## src/rtl/cc_datapath_pkg.sv

```systemverilog
// Shared datapath constants and scratchpad writer state encoding.
// Common to cc_scratchpad_writer and its decoder.
package cc_datapath_pkg;

    localparam int DATAWIDTH_BUS = 32;
    localparam int DATAWIDTH_SCRATCHPAD_DIRECTION = 5;
    localparam int DATAWIDTH_MIR_DIRECTION = 6;
    localparam int NUM_REGS = 16;
    localparam int R0_INDEX = 0;
    localparam int CLEAR_IDX_WIDTH = 4;

    localparam int DEST_WIDTH =
        (DATAWIDTH_MIR_DIRECTION > DATAWIDTH_SCRATCHPAD_DIRECTION)
        ? DATAWIDTH_MIR_DIRECTION
        : DATAWIDTH_SCRATCHPAD_DIRECTION;

    typedef enum logic {
        IDLE  = 1'b0,
        CLEAR = 1'b1
    } spwState_t;

endpackage

```

## src/rtl/cc_spw_decoder.sv

```systemverilog
// Destination decoder: selects scratchpad or MIR address and
// produces a one-hot load enable (r0 never loaded) plus range flag.
module cc_spw_decoder
    import cc_datapath_pkg::*;
(
    input  logic                                      select,
    input  logic [DATAWIDTH_SCRATCHPAD_DIRECTION-1:0] scratchpadSel,
    input  logic [DATAWIDTH_MIR_DIRECTION-1:0]        mirSel,
    input  logic                                      valid,
    output logic [NUM_REGS-1:0]                       loadEn,
    output logic                                      outOfRange
);

    logic [DEST_WIDTH-1:0] dest;

    always_comb begin
        dest = select ? DEST_WIDTH'(mirSel)
                      : DEST_WIDTH'(scratchpadSel);
        outOfRange = valid && (dest >= DEST_WIDTH'(NUM_REGS));
        loadEn = '0;
        for (int k = R0_INDEX + 1; k < NUM_REGS; k++) begin
            loadEn[k] = valid && (dest == DEST_WIDTH'(k));
        end
    end

endmodule

```

## src/rtl/cc_scratchpad_writer.sv

```systemverilog
// Scratchpad write side: register bank, write handshake, sequenced clear.
// Optional CC_SPW_WRITE_FORWARD_EN forwards accepted writes onto the bus.
module cc_scratchpad_writer
    import cc_datapath_pkg::*;
(
    input  logic                                      CC_SPW_CLOCK_50,
    input  logic                                      CC_SPW_RESET_InHigh,
    input  logic [DATAWIDTH_BUS-1:0]                  CC_SPW_WrData_InBus,
    input  logic                                      CC_SPW_WrValid_In,
    output logic                                      CC_SPW_WrReady_Out,
    input  logic                                      CC_SPW_Select_In,
    input  logic [DATAWIDTH_SCRATCHPAD_DIRECTION-1:0] CC_SPW_ScratchpadSelection_InBus,
    input  logic [DATAWIDTH_MIR_DIRECTION-1:0]        CC_SPW_MIRSelection_InBus,
    input  logic                                      CC_SPW_Clear_In,
    output logic [NUM_REGS*DATAWIDTH_BUS-1:0]         CC_SPW_Regs_OutBus,
    output logic                                      CC_SPW_Busy_Out,
    output logic                                      CC_SPW_WrError_Out
);

    logic [DATAWIDTH_BUS-1:0]   regBank [NUM_REGS];
    spwState_t                  state;
    spwState_t                  stateNext;
    logic [CLEAR_IDX_WIDTH-1:0] clearIdx;
    logic [CLEAR_IDX_WIDTH-1:0] clearIdxNext;
    logic                       wrError;
    logic                       wrAccept;
    logic [NUM_REGS-1:0]        loadEn;
    logic                       outOfRange;

    assign wrAccept = CC_SPW_WrValid_In && (state == IDLE);

    cc_spw_decoder uDecoder (
        .select        (CC_SPW_Select_In),
        .scratchpadSel (CC_SPW_ScratchpadSelection_InBus),
        .mirSel        (CC_SPW_MIRSelection_InBus),
        .valid         (wrAccept),
        .loadEn        (loadEn),
        .outOfRange    (outOfRange)
    );

    always_comb begin
        stateNext = state;
        clearIdxNext = clearIdx;
        unique case (state)
            IDLE: begin
                if (CC_SPW_Clear_In) begin
                    stateNext = CLEAR;
                    clearIdxNext = '0;
                end
            end
            CLEAR: begin
                // Index wraps back to 0 as the last register is cleared.
                clearIdxNext = clearIdx + 1'b1;
                if (clearIdx == CLEAR_IDX_WIDTH'(NUM_REGS - 1)) begin
                    stateNext = IDLE;
                end
            end
            default: begin
                stateNext = IDLE;
                clearIdxNext = '0;
            end
        endcase
    end

    always_ff @(posedge CC_SPW_CLOCK_50) begin
        if (CC_SPW_RESET_InHigh) begin
            state <= IDLE;
            clearIdx <= '0;
            wrError <= 1'b0;
        end else begin
            state <= stateNext;
            clearIdx <= clearIdxNext;
            wrError <= wrAccept && outOfRange;
        end
    end

    always_ff @(posedge CC_SPW_CLOCK_50) begin
        for (int k = 0; k < NUM_REGS; k++) begin
            if (CC_SPW_RESET_InHigh) begin
                regBank[k] <= '0;
            end else if ((state == CLEAR) &&
                         (clearIdx == CLEAR_IDX_WIDTH'(k))) begin
                regBank[k] <= '0;
            end else if (loadEn[k]) begin
                regBank[k] <= CC_SPW_WrData_InBus;
            end
        end
    end

    for (genvar k = 0; k < NUM_REGS; k++) begin : gRegsOut
`ifdef CC_SPW_WRITE_FORWARD_EN
        assign CC_SPW_Regs_OutBus[k*DATAWIDTH_BUS +: DATAWIDTH_BUS] =
            loadEn[k] ? CC_SPW_WrData_InBus : regBank[k];
`else
        assign CC_SPW_Regs_OutBus[k*DATAWIDTH_BUS +: DATAWIDTH_BUS] =
            regBank[k];
`endif
    end

    assign CC_SPW_WrReady_Out = (state == IDLE);
    assign CC_SPW_Busy_Out = (state == CLEAR);
    assign CC_SPW_WrError_Out = wrError;

endmodule

```

## config.mk

```make
export PLATFORM = sky130hd
export DESIGN_NAME = cc_scratchpad_writer
export DESIGN_NICKNAME = d
export VERILOG_FILES = /design/src/rtl/cc_datapath_pkg.sv /design/src/rtl/cc_spw_decoder.sv /design/src/rtl/cc_scratchpad_writer.sv
export SDC_FILE = /design/constraint.sdc
export NUM_CORES = 1
export LEC_CHECK = 0
export ABC_AREA = 1
export BUFFER_PORTS_ARGS = -buffer_cell sky130_fd_sc_hd__buf_2
export CORE_AREA = 4 4 214 216
export DETAILED_ROUTE_END_ITERATION = 12
export DIE_AREA = 0 0 218 220
export PLACE_DENSITY = 0.69
export SLEW_MARGIN = 30
export SYNTH_ARGS = -nofsm -noshare
export SYNTH_HDL_FRONTEND = slang
export SYNTH_HIERARCHICAL = 1
export SYNTH_SLANG_ARGS = --single-unit
```

## constraint.sdc

```tcl
create_clock -name CC_SPW_CLOCK_50 -period 7.2 [get_ports CC_SPW_CLOCK_50]
set_input_delay 1.44 -clock CC_SPW_CLOCK_50 [delete_from_list [all_inputs] [get_ports CC_SPW_CLOCK_50]]
set_output_delay 1.44 -clock CC_SPW_CLOCK_50 [all_outputs]
set_load 0.1 [all_outputs]
```

# == Word-level counts from Yosys, hierarchy flattened ==
# Memory sizes are Yosys's and may differ from the RTL's.
# Cells that the tools add are included.
# totals
reg_bits,6
ram_bits,512
inputBits,48
output_inout_bits,515
elab_cells,251
memories,1
# classes
add_sub_neg,1
magnitude_cmp,1
eq_ne,31
n_mux,147
bitwise_logic,32
reduce_logical,35
# memory_table
memory,depth,width,rd,rd_ports_with_merged_regs,wr,line_no,text
regBank,16,32,16,0,16,cc_scratchpad_writer.sv:20,logic [DATAWIDTH_BUS-1:0] regBank [NUM_REGS];
# ops
op,n
2-to-1 mux 32 bit,31
2-to-1 mux 1 bit,112
== test 6 x 4 -> 1 bit (second input constant),8
logical AND 1 bit,34
== test 4 bit (second input constant),8
OR 1 bit,31
== test 6 x 3 -> 1 bit (second input constant),4
== test 4 x 3 -> 1 bit (second input constant),4
== test 6 x 2 -> 1 bit (second input constant),2
== test 4 x 2 -> 1 bit (second input constant),2
one-hot mux 4 bit (2 select lines),1
== test 6 x 1 -> 1 bit (second input constant),1
greater-or-equal comparator 6 x 5 -> 1 bit (second input constant),1
2-to-1 mux 6 bit,1
adder 4 x 1 -> 4 bit (second input constant),1
== test 4 x 1 -> 1 bit (second input constant),1
zero test 4 bit,1
2-to-1 mux 4 bit,1
!= test 2 x 1 -> 1 bit (second input constant),1
one-hot mux 1 bit (2 select lines),1
inverter 1 bit,1

# == Longest topological paths before layout ==
# Gate-level depths: netlist (run 1).
# logic_depth
ltp_word,8
depth_mapped,9
ltp_nobuf,8

# == Cells and area by module ==
# The synthesis (run 1) kept the hierarchy.
# modules_own_cells
mod,n_inst,cells_each,area_per_inst_um2,seq_area_each_um2
cc_scratchpad_writer,1,1238,18850.6,15494.9
cc_spw_decoder,1,81,385.4,0.0

# == Least setup slack after synthesis (run 1) ==
# Ideal clock, no wire load.
# synth_path
path_type,input to register
from,input port CC_SPW_WrValid_In
to,"memory regBank[8][0], in the netlist regBank[1][0], enable pin"
setup_time_ns,0.394
arrival_ns,3.167
t_required_ns,6.806
slack_ns,3.639
cell_stages,8
path_buffers,2
cell_sequence,inv_1 > nor2_1 > nand4_4 > buf_6 > nor2_2 > nand3_4 > buf_6 > nand3_1
# synth_rtl
element,line_no,text
"start, declared",cc_scratchpad_writer.sv:9,"input logic CC_SPW_WrValid_In,"
"end, declared",cc_scratchpad_writer.sv:20,

==> results_dict.tcl, run 1 <==
set metrics [dict create \
    outcome "finished clean" \
    grt_pass1_vias 12115 \
    critPathArrivalTime_ns 3.63 \
    max-cap-violations 0 \
    dr.first_iter.drc_count 1415 \
    antenna_found_initial 0 \
    globalRoute.totalOverflow 0 \
    final_net_count 1912 \
    fin_worst_hold_slack_ns 0.532 \
    ctsHoldBuffers 0 \
    timing_limited_maximum_frequency_mhz 292 \
    total_i_o_pin_count 563 \
    gp_congestion 0.908 \
    endpoint_kind "flop" \
    finish.utilization_pct 54.4 \
    postRouteAntennaNets 0 \
    clkLatencyLatePin_ns 0.59 \
    portBuffers 562 \
    async_flop_share_pct 0 \
    cts.repair.resized 0 \
    worst_slew_margin_pct 30.3 \
    synth.top_cells.by_area "edfxtp_1, nor2_1, buf_6" \
    clock_tree_from_tritoncts "done" \
    hold_class "flop to flop" \
    cp-start-kind "input pin" \
    postSynth.topFlopCell "edfxtp_1" \
    worstHoldStart "clearIdx[1]" \
    r2r_slack_ns 4.26 \
    floorplan.rows 77 \
    first_pass_iters 5 \
    final.setup.tns_ns 0 \
    area_delta_synth_final_pct 24.3 \
    post-route-drc-count 0 \
    hold_depth 2 \
    ys_types 25 \
    vdd_ir_drop_max_v 0.000209 \
    grt.total_usage_pct 24.0 \
    fin_worst_skew_ns 0.0198 \
    initial_utilization_pct 43.8 \
    synth.ff_latch_count 518 \
    htree_num_levels 2 \
    drive_above_1_share_pct 38.8 \
    crit_required_ns 7.41 \
    timing.setup.critical_path_class "input pin to flop" \
    count_of_flip_flops_with_a_built_in_enable_after_synthesis 512 \
    synth.yosys.seq_area_share_pct 80.6 \
    critical_register_to_register_path_startpoint "CC_SPW_Busy_Out" \
    rsz0062_at_grt "no" \
    detailroute.via_count 12642 \
    num-fill-cells 3647 \
    critical_path_peak_fanout 33 \
    netlist_area_mm2 0.0192 \
    min_to "clearIdx[1]" \
    cts_made_buffers 51 \
    die_area_mm2 0.0480 \
    cts_root_buffer "clkbuf_16" \
    ys_warn_count 6 \
    final_hold_viol_count 0 \
    syn-mean-instance-area_um2 14.6 \
    timing.final.max_slew_violations 0 \
    antennaDiodeCount 0 \
    hpwl_um 41500 \
    worst_slew_pin_slew_ns 1.04 \
    route.detailed.wl_per_inst_um 24.2 \
    clk_path_buf_depth 3 \
    clkSinkCount 518 \
    fp.dieW_um 218 \
    numPlacedInstances 2399 \
    core_area_mm2 0.0439 \
    via_per_inst 5.08 \
    die_height_um 220 \
    finalSetupViolations 0 \
    total_leakage_power_nw 10.5 \
    clock_slew_at_the_register_clock_pins_of_the_worst_setup_and_hold_paths_ns 0.06 \
    min_period_over_period_pct 47.6 \
    cell_accounting_for_the_most_synthesized_area "edfxtp_1" \
    ff2ff_path_depth 5 \
    synth_cells 1319 \
    rr_endpoint "regBank[0][204]" \
    detail_route.wirelength_um 60300 \
    grt_max_degree 34 \
    synth_fp_nets 1371 \
    fin_crit_ns 3.43 \
    grt_first_pass_wirelength_um 83200 \
    layoutNonFillerInstCount 2491 \
    pwr_density_mw_per_mm2 319 \
    post-cts-setup-buffer-count 0 \
    fraction_of_post_synthesis_cell_area_in_the_top_cell_type_by_area_pct 79.9 \
]
-- synth_stat cells, types with 2 or more instances --
cell / count
nor2_2: 34
buf_6: 51
nand2_1: 66
a21oi_1: 4
nand2_2: 13
nand3_1: 2
ha_1: 4
nor2_1: 506
inv_2: 6
clkbuf_1: 32
a21oi_2: 15
inv_1: 49
nand2_4: 6
buf_2: 2
dfxtp_1: 6
nor2_4: 3
edfxtp_1: 512
-- metrics by stage --
stage	instance area (um2)	total power, mW	setup slack (ns)
finish	23900	7.63	3.77
global route	23900	7.83	3.57
CTS	23900	7.65	3.79
detailed placement	22200	4.95	3.15
global placement	22200	4.95	3.28
floorplan	19200	4.70	3.64
-- logic make-up (layout without fill, tap and decap cells) --
group | after synthesis | after routing | synth area share [%]
buffers and inverters | 141 | 721 | 4.77
flip-flops | 518 | 518 | 80.6
AND/OR/NAND/NOR | 632 | 632 | 13.5
other | 1 | 1 | 0.0195
adder cells (fa/ha/maj) | 4 | 4 | 0.260
AO/OA/AOI/OAI | 23 | 23 | 0.924
-- power by group --
part	internal (mW)	switching [mW]
sequential	3.45	0.0483
combinational	0.119	1.27
clock	1.61	1.13
-- worst max path at each step --
| stage | from | end | slack [ns] | depth (start not counted) |
|---|---|---|---|---|
| 2_1_floorplan | CC_SPW_WrValid_In | regBank[1][0] | 3.64 | 8 |
| 3_3_place_gp | CC_SPW_Select_In | regBank[0][204] | 3.28 | 9 |
| 3_5_place_dp | CC_SPW_Select_In | regBank[0][204] | 3.15 | 7 |
| 4_1_cts | CC_SPW_Select_In | regBank[1][14] | 3.79 | 7 |
| 5_1_grt | CC_SPW_Select_In | regBank[0][243] | 3.57 | 9 |
| 6_report | CC_SPW_Select_In | regBank[0][204] | 3.77 | 7 |
-- final cells by class --
class | instances | area (um2) | area share (%)
clock inverter | 27 | 335 | 1.40
inverter | 55 | 206 | 0.864
tap | 592 | 741 | 3.10
sequential | 518 | 15500 | 64.8
timing repair buffer | 574 | 2900 | 12.1
clock buffer | 65 | 1380 | 5.77
multi-input combinational | 660 | 2850 | 11.9
-- placed cells by master, fill, tap and decap left out, types with 6 or more instances in the layout --
cell type  synthesis  routed
nand2_2           13      17
inv_1             49      45
nor2_2            34      34
nor2_1           506     506
inv_2              6       9
clkinv_2           0       6
nand2_1           66      62
a21oi_2           15      15
edfxtp_1         512     512
clkbuf_1          32      10
clkinv_1           0       8
nand2_4            6       6
dfxtp_1            6       6
buf_4              1      12
bufinv_16          0       7
buf_2              2     562
clkbuf_16          0      52
-- registers in the layout, summed over array words and instances (netlist names) --
register,cells
CC_SPW_Busy_Out,1
regBank,512
clearIdx,4
CC_SPW_WrError_Out,1
-- metal layers --
layer	share of wire [%]	up-vias	wire length (um)	global-route usage [%]
met5	0	-	0	0
met4	3.1	0	1840	7.96
met3	9.9	111	5980	6.05
met2	50	785	30100	40.9
met1	37	6237	22300	30.2
li1	-	5509	-	-
-- worst max-delay path, cell delays in order --
cell     delay, ns
buf_2         0.21
inv_2         0.13
nand2_2       0.12
nand4_4       0.25
nor2_2        0.20
nand2_2       0.42
nand2_2       0.84
(Power assumes the default switching activity.)
==> run 2, diff against run 1 <==
--- a/config.mk
+++ b/config.mk
@@ -5,12 +5,12 @@
 export SDC_FILE = /design/constraint.sdc
 export NUM_CORES = 1
 export LEC_CHECK = 0
-export ABC_AREA = 1
+export ABC_AREA = 0
 export BUFFER_PORTS_ARGS = -buffer_cell sky130_fd_sc_hd__buf_2
-export CORE_AREA = 4 4 214 216
+export CORE_AREA = 4 4 215 217
 export DETAILED_ROUTE_END_ITERATION = 12
-export DIE_AREA = 0 0 218 220
-export PLACE_DENSITY = 0.69
+export DIE_AREA = 0 0 219 221
+export PLACE_DENSITY = 0.71
 export SLEW_MARGIN = 30
 export SYNTH_ARGS = -nofsm -noshare
 export SYNTH_HDL_FRONTEND = slang
==> constraint.sdc (replaced) <==
create_clock -name CC_SPW_CLOCK_50 -period 3.4 [get_ports CC_SPW_CLOCK_50]
set_input_delay 0.68 -clock CC_SPW_CLOCK_50 [delete_from_list [all_inputs] [get_ports CC_SPW_CLOCK_50]]
set_output_delay 0.68 -clock CC_SPW_CLOCK_50 [all_outputs]
set_load 0.1 [all_outputs]
==> run 2 against run 1 <==
  * The run now ends with slew limit left
  * Sequential power rose by 110%
  * Global-route usage barely moved
  * Design area rose by 5.5%
  * Routed wire length barely moved
  * Sequential share of layout area fell by 3.4 points
  * Die area rose by 0.92%
  * Highest routed layer is now met5
==> results_dict.tcl, run 2 <==
set metrics [dict create \
    rr_endpoint "regBank[1][246]" \
    post-cts-setup-buffer-count 0 \
    post-place-ws_ns 0.369 \
    first_pass_iters 5 \
    largest_reg_flops 512 \
    ctsHoldBuffers 0 \
    max-cap-violations 0 \
    cts_root_buffer "clkbuf_16" \
    clock_slew_at_the_register_clock_pins_of_the_worst_setup_and_hold_paths_ns 0.06 \
    fin_crit_ns 2.62 \
    yosys.area_share.simple_pct 17.2 \
    total_leakage_power_nw 11.0 \
    cts_made_buffers 52 \
    route.met2.wl_um 30100 \
    detail_route.wirelength_um 60300 \
    min_to "CC_SPW_Busy_Out" \
    fp.dieW_um 219 \
    ys_warn_count 6 \
    route.detailed.wl_per_inst_um 24.9 \
    clkLatencyLatePin_ns 0.58 \
    grt.total_usage_pct 24.0 \
    netlist_area_mm2 0.0202 \
    count_of_flip_flops_with_a_built_in_enable_after_synthesis 512 \
    async_flop_share_pct 0 \
    timing.final.max_slew_violations 33 \
    post-route-drc-count 0 \
    cp-start-kind "flop" \
    htree_num_levels 2 \
    outcome "finished with violations" \
    synth.ff_latch_count 518 \
    die_area_mm2 0.0484 \
    largest_register "regBank" \
    synth_cells 1252 \
    yosys.cell_count.top_type "edfxtp_1" \
    synth.cells.most_frequent "edfxtp_1, and2_1, and3_1" \
    dominant_combinational_cell_family_by_area_after_synthesis "simple AND/OR/NAND/NOR gates" \
    worstHoldStart "CC_SPW_Clear_In" \
    m1WireLength_um 22800 \
    drive_above_1_share_pct 38.3 \
    initial_utilization_pct 45.8 \
    grt_first_pass_wirelength_um 85800 \
    critical_register_to_register_path_startpoint "clearIdx[0]" \
    antennaDiodeCount 0 \
    final_net_count 1842 \
    hold_class "input pin to flop" \
    fraction_of_post_synthesis_cell_area_in_the_top_cell_type_by_area_pct 76.1 \
    synth_compound_area_share_pct 2.53 \
    synth.top_cells.by_area "edfxtp_1, and2_1, and3_1" \
    clock_tree_from_tritoncts "done" \
    pwr_density_mw_per_mm2 627 \
    vdd_ir_drop_max_v 0.000451 \
    cpMaxStageDelayCell "buf_2" \
    final_common_cell "buf_2" \
    final.setup.worst_slack_ns 0.783 \
    globalRoute.totalOverflow 0 \
    synth_fp_nets 1304 \
    area_delta_synth_final_pct 24.8 \
    grt_pass1_vias 12398 \
    floorplan.rows 77 \
    detailroute.via_count 12610 \
    clkSinkCount 518 \
    final.setup.tns_ns 0 \
    worst_slew_pin_slew_ns 4.56 \
    rsz0062_at_grt "no" \
    grt_max_degree 38 \
    timing_limited_maximum_frequency_mhz 382 \
    portion_of_netlist_area_occupied_by_mux_cells_pct 0.0495 \
    final_hold_viol_count 0 \
    endpoint_kind "primary output" \
    ys_types 36 \
    synthXorXnorAreaFrac_pct 0 \
    fin_worst_skew_ns 0.0177 \
    hpwl_um 41700 \
    syn-mean-instance-area_um2 16.1 \
    ff2ff_path_depth 4 \
    postSynth.topFlopCell "edfxtp_1" \
    timing.setup.critical_path_class "flop to primary output" \
    dr.first_iter.drc_count 1217 \
    die_height_um 221 \
    critical_path_peak_fanout 37 \
    via_per_inst 5.21 \
    r2r_slack_ns 0.97 \
    worst_slew_margin_pct -206 \
    highest_cell_delay_on_the_worst_timing_path_ns 0.55 \
    antenna_found_initial 1 \
    synth.yosys.seq_area_share_pct 76.6 \
    cts.repair.resized 0 \
    worstPathBufferInverterCount 2 \
    dr_wl_met3_um 5350 \
    top_layer_used "met5" \
    cell_accounting_for_the_most_synthesized_area "edfxtp_1" \
    clk_path_buf_depth 3 \
    largestRegisters "regBank (512), clearIdx (4)" \
    total_i_o_pin_count 563 \
    synthAdderAreaFrac_pct 0.248 \
    hold_depth 3 \
    gp_congestion 0.843 \
    crit_required_ns 2.72 \
    critPathArrivalTime_ns 1.94 \
    core_area_mm2 0.0441 \
    violations "slew limit" \
    portBuffers 562 \
    postRouteAntennaNets 0 \
    crit_chain "buf_4 -> buf_2" \
    min_period_over_period_pct 77.0 \
    cpLargestDelayFamily "buffers and inverters" \
    finalSetupViolations 0 \
    final_cell_mix "buf_2, edfxtp_1, and2_1" \
    fin_worst_hold_slack_ns 0.430 \
]
run 2: changes by cell type in the layout (fill, tap and decap cells not counted), sizes merged, moves of 12 or more:
cell / previous run / this run
nor3: 0 / 17
a311o: 0 / 12
nand2: 85 / 3
and3: 0 / 128
and2: 0 / 384
buf: 574 / 592
inv: 56 / 23
a21oi: 19 / 5
nor2: 543 / 9
a311oi: 0 / 12
run 2: layer usage:
layer  vias to the layer above  GRT usage [%]
li1                       5563              -
met1                      6252           30.4
met2                       681           40.3
met3                       112           6.41
met4                         2           8.22
met5                         -              0
run 2: area by class of cell:
type                            count  area (um2)
Multi-Input combinational cell    606        4160
Timing Repair Buffer              592        3090
Inverter                           20        75.1
Fill cell                        3532       18900
Clock buffer                       62        1360
Tap cell                          592         741
Clock inverter                     32         303
Sequential cell                   518       15500
run 2: worst max path at each step:
stage	slack [ns]	depth (start not counted)	to	start
after floorplan	0.20	7	regBank[1][128]	CC_SPW_Busy_Out
after global placement	0.47	5	regBank[0][163]	CC_SPW_Select_In
after detailed placement	0.37	5	regBank[0][133]	CC_SPW_Select_In
after CTS	0.74	2	CC_SPW_Busy_Out	CC_SPW_Busy_Out
after global routing	0.69	2	CC_SPW_Busy_Out	CC_SPW_Busy_Out
final	0.78	2	CC_SPW_Busy_Out	CC_SPW_Busy_Out
run 2: report_power, final:
part           internal (mW)  switching (mW)  total (mW)
Clock                   3.30            2.37        5.67
Combinational          0.256            2.52        2.78
Sequential              7.28          0.0883        7.37
run 2: logic make-up after synthesis:
logic type      count (synthesis)
fa+ha+maj                       4
other cells                     1
flops                         518
buf+inv                       128
simple gates                  558
compound gates                 42
mux                             1
run 2: per-stage QoR:
step,instance area [um2],instances,power [mW],util [%]
6_report,25200,2422,15.8,57.2
5_1_grt,25200,2422,16.2,57.2
4_1_cts,25200,2421,15.9,57.1
3_5_place_dp,23500,2327,10.3,53.3
3_3_place_gp,23500,2327,10.3,53.3
2_1_floorplan,20200,1252,9.74,-
run 2: worst register-to-register path, stage by stage (launching register included):
cell and delay [ns]:
dfxtp_1 0.42, ha_1 0.56, a41oi_2 0.54, nand2b_2 0.29, buf_4 0.31
==> run 3, diff against run 2 <==
--- a/config.mk
+++ b/config.mk
@@ -5,12 +5,12 @@
 export SDC_FILE = /design/constraint.sdc
 export NUM_CORES = 1
 export LEC_CHECK = 0
-export ABC_AREA = 0
+export ABC_AREA = 1
 export BUFFER_PORTS_ARGS = -buffer_cell sky130_fd_sc_hd__buf_2
-export CORE_AREA = 4 4 215 217
+export CORE_AREA = 4 4 216 218
 export DETAILED_ROUTE_END_ITERATION = 12
-export DIE_AREA = 0 0 219 221
-export PLACE_DENSITY = 0.71
+export DIE_AREA = 0 0 220 222
+export PLACE_DENSITY = 0.68
 export SLEW_MARGIN = 30
 export SYNTH_ARGS = -nofsm -noshare
 export SYNTH_HDL_FRONTEND = slang
==> constraint.sdc (replaced) <==
create_clock -name CC_SPW_CLOCK_50 -period 2.62 [get_ports CC_SPW_CLOCK_50]
set_input_delay 0.524 -clock CC_SPW_CLOCK_50 [delete_from_list [all_inputs] [get_ports CC_SPW_CLOCK_50]]
set_output_delay 0.524 -clock CC_SPW_CLOCK_50 [all_outputs]
set_load 0.1 [all_outputs]
==> run 3 against run 2 <==
  * The run now ends clean
  * Non-clock buffer count is 19 higher
  * Combinational power is 41% higher
  * Routed wire length hardly changed
  * Register-to-register slack worse by 0.47 ns
  * Sequential share of layout area is 2.5 points higher
  * Critical endpoint is now regBank[1][199]
  * Largest cell class unchanged
==> results_dict.tcl, run 3 (synthesis results as in run 1) <==
set metrics [dict create \
    outcome "finished clean" \
    timing.setup.critical_path_class "flop to flop" \
    vdd_ir_drop_max_v 0.000577 \
    portBuffers 562 \
    grt.total_usage_pct 23.9 \
    dr.first_iter.drc_count 1099 \
    m1WireLength_um 21500 \
    final.setup.tns_ns 0 \
    drive_above_1_share_pct 39.9 \
    finalInstanceArea_mm2 0.0242 \
    final_cell_mix "buf_2, edfxtp_1, nor2_1" \
    placedInstanceArea_mm2 0.0227 \
    route.detailed.wl_per_inst_um 23.8 \
    num-fill-cells 3747 \
    cpMostUsedCell "nor2_1" \
    top_layer_used "met4" \
    die_area_mm2 0.0488 \
    post-route-drc-count 0 \
    crit_required_ns 2.91 \
    critPathLaunch "CC_SPW_Busy_Out" \
    critical_register_to_register_path_startpoint "CC_SPW_Busy_Out" \
    ctsHoldBuffers 0 \
    min_period_over_period_pct 81.0 \
    largest_register "regBank" \
    worst_slew_pin_slew_ns 0.887 \
    final.setup.worst_slack_ns 0.497 \
    cpMaxStageDelayCell "dfxtp_2" \
    fin_crit_ns 2.12 \
    final_common_cell "buf_2" \
    clkSinkCount 518 \
    htree_num_levels 2 \
    clkLatencyLatePin_ns 0.59 \
    final_net_count 1950 \
    fp.dieW_um 220 \
    route.met2.wl_um 30500 \
    r2r_slack_ns 0.50 \
    post-cts-setup-buffer-count 0 \
    detailroute.via_count 12795 \
    crit_chain "nor2_1 -> nand4_4 -> nor2_1 -> nand2_4 -> nand2_2 -> buf_12" \
    initial_utilization_pct 42.8 \
    grt_max_degree 34 \
    worstPathBufferInverterCount 1 \
    clock_slew_at_the_register_clock_pins_of_the_worst_setup_and_hold_paths_ns 0.06 \
    cts_root_buffer "clkbuf_16" \
    pwr_density_mw_per_mm2 841 \
    critical_path_peak_fanout 23 \
    cts_made_buffers 52 \
    worstHoldStart "CC_SPW_Clear_In" \
    grt_first_pass_wirelength_um 85000 \
    post-place-ws_ns 0.276 \
    highest_cell_delay_on_the_worst_timing_path_ns 0.39 \
    hold_depth 2 \
    critical_path_depth 6 \
    timing.final.max_slew_violations 0 \
    rsz0062_at_grt "no" \
    cts.repair.resized 0 \
    final_hold_viol_count 0 \
    worst_slew_margin_pct 40.8 \
    clock_tree_from_tritoncts "done" \
    max-cap-violations 0 \
    timing_limited_maximum_frequency_mhz 471 \
    fin_worst_skew_ns 0.0139 \
    total_i_o_pin_count 563 \
    total_leakage_power_nw 10.6 \
    critPathArrivalTime_ns 2.41 \
    area_delta_synth_final_pct 26.0 \
    antenna_found_initial 1 \
    core_area_mm2 0.0449 \
    largest_reg_flops 512 \
    cpLargestDelayFamily "simple AND/OR/NAND/NOR gates" \
    endpoint_kind "flop" \
    via_per_inst 5.04 \
    detail_route.wirelength_um 60300 \
    first_pass_iters 5 \
    floorplan.rows 78 \
    hpwl_um 41200 \
    gp_congestion 0.876 \
    die_height_um 222 \
    dr_wl_met3_um 6030 \
    largestRegisters "regBank (512), clearIdx (4)" \
    cp-start-kind "flop" \
    clk_path_buf_depth 3 \
    hold_class "input pin to flop" \
    grt_pass1_vias 12380 \
    globalRoute.totalOverflow 0 \
    finalSetupViolations 0 \
    postRouteAntennaNets 0 \
    ff2ff_path_depth 6 \
    finish.utilization_pct 54.0 \
]
## run 3: cell types whose count changed in the layout (fill, tap and decap cells not counted), moves of 12 or more
cell and change:
nand2_1 +52, and3_1 -128, nand2_2 +24, and2_1 -384, a311o_2 -12, nor3_1 -13, a21oi_2 +15, nor2_1 +498
inv_1 +29, nor2_2 +33
## run 3: layout make-up
| class | instances | area, um2 | share of cell area [%] |
|---|---|---|---|
| diodes | 1 | 2.50 | 0.0103 |
| clock inverters | 36 | 239 | 0.986 |
| repair buffers | 611 | 3370 | 13.9 |
| well taps | 600 | 751 | 3.10 |
| clock buffers | 58 | 1320 | 5.46 |
| multi-input cells | 660 | 2860 | 11.8 |
| flip-flops and latches | 518 | 15500 | 63.9 |
| inverters | 55 | 206 | 0.852 |
## run 3: path summary, 6_finish.rpt
kind | to
setup / recovery | regBank[1][199]
hold / removal | CC_SPW_Busy_Out
setup reg to reg | regBank[1][199]
hold reg to reg | clearIdx[1]
## run 3: power by group
group	switching, mW	internal [mW]	leakage (nW)
clock network	3.07	3.82	0.762
registers	0.121	9.48	5.31
logic	3.52	0.387	4.58
## run 3: metal layers
layer	vias to the layer above	global-route usage, %
met5	-	0
met4	0	9.24
met3	131	5.91
met2	762	40.8
met1	6309	29.2
li1	5593	-
## run 3: per-stage QoR
stage	std cells	total power, mW	hold WS (ns)
floorplan	1319	12.9	0.484
global placement	2444	13.7	0.503
detailed placement	2444	13.7	0.518
CTS	2538	20.5	0.141
global route	2539	20.9	0.160
finish	2539	20.4	0.184
## run 3: worst reg2reg max path, delay by kind of cell (launching register included)
kind / cells / cell delay (ns)
AND/OR/NAND/NOR: 5 / 1.20
flip-flops: 1 / 0.39
buffers and inverters: 1 / 0.22
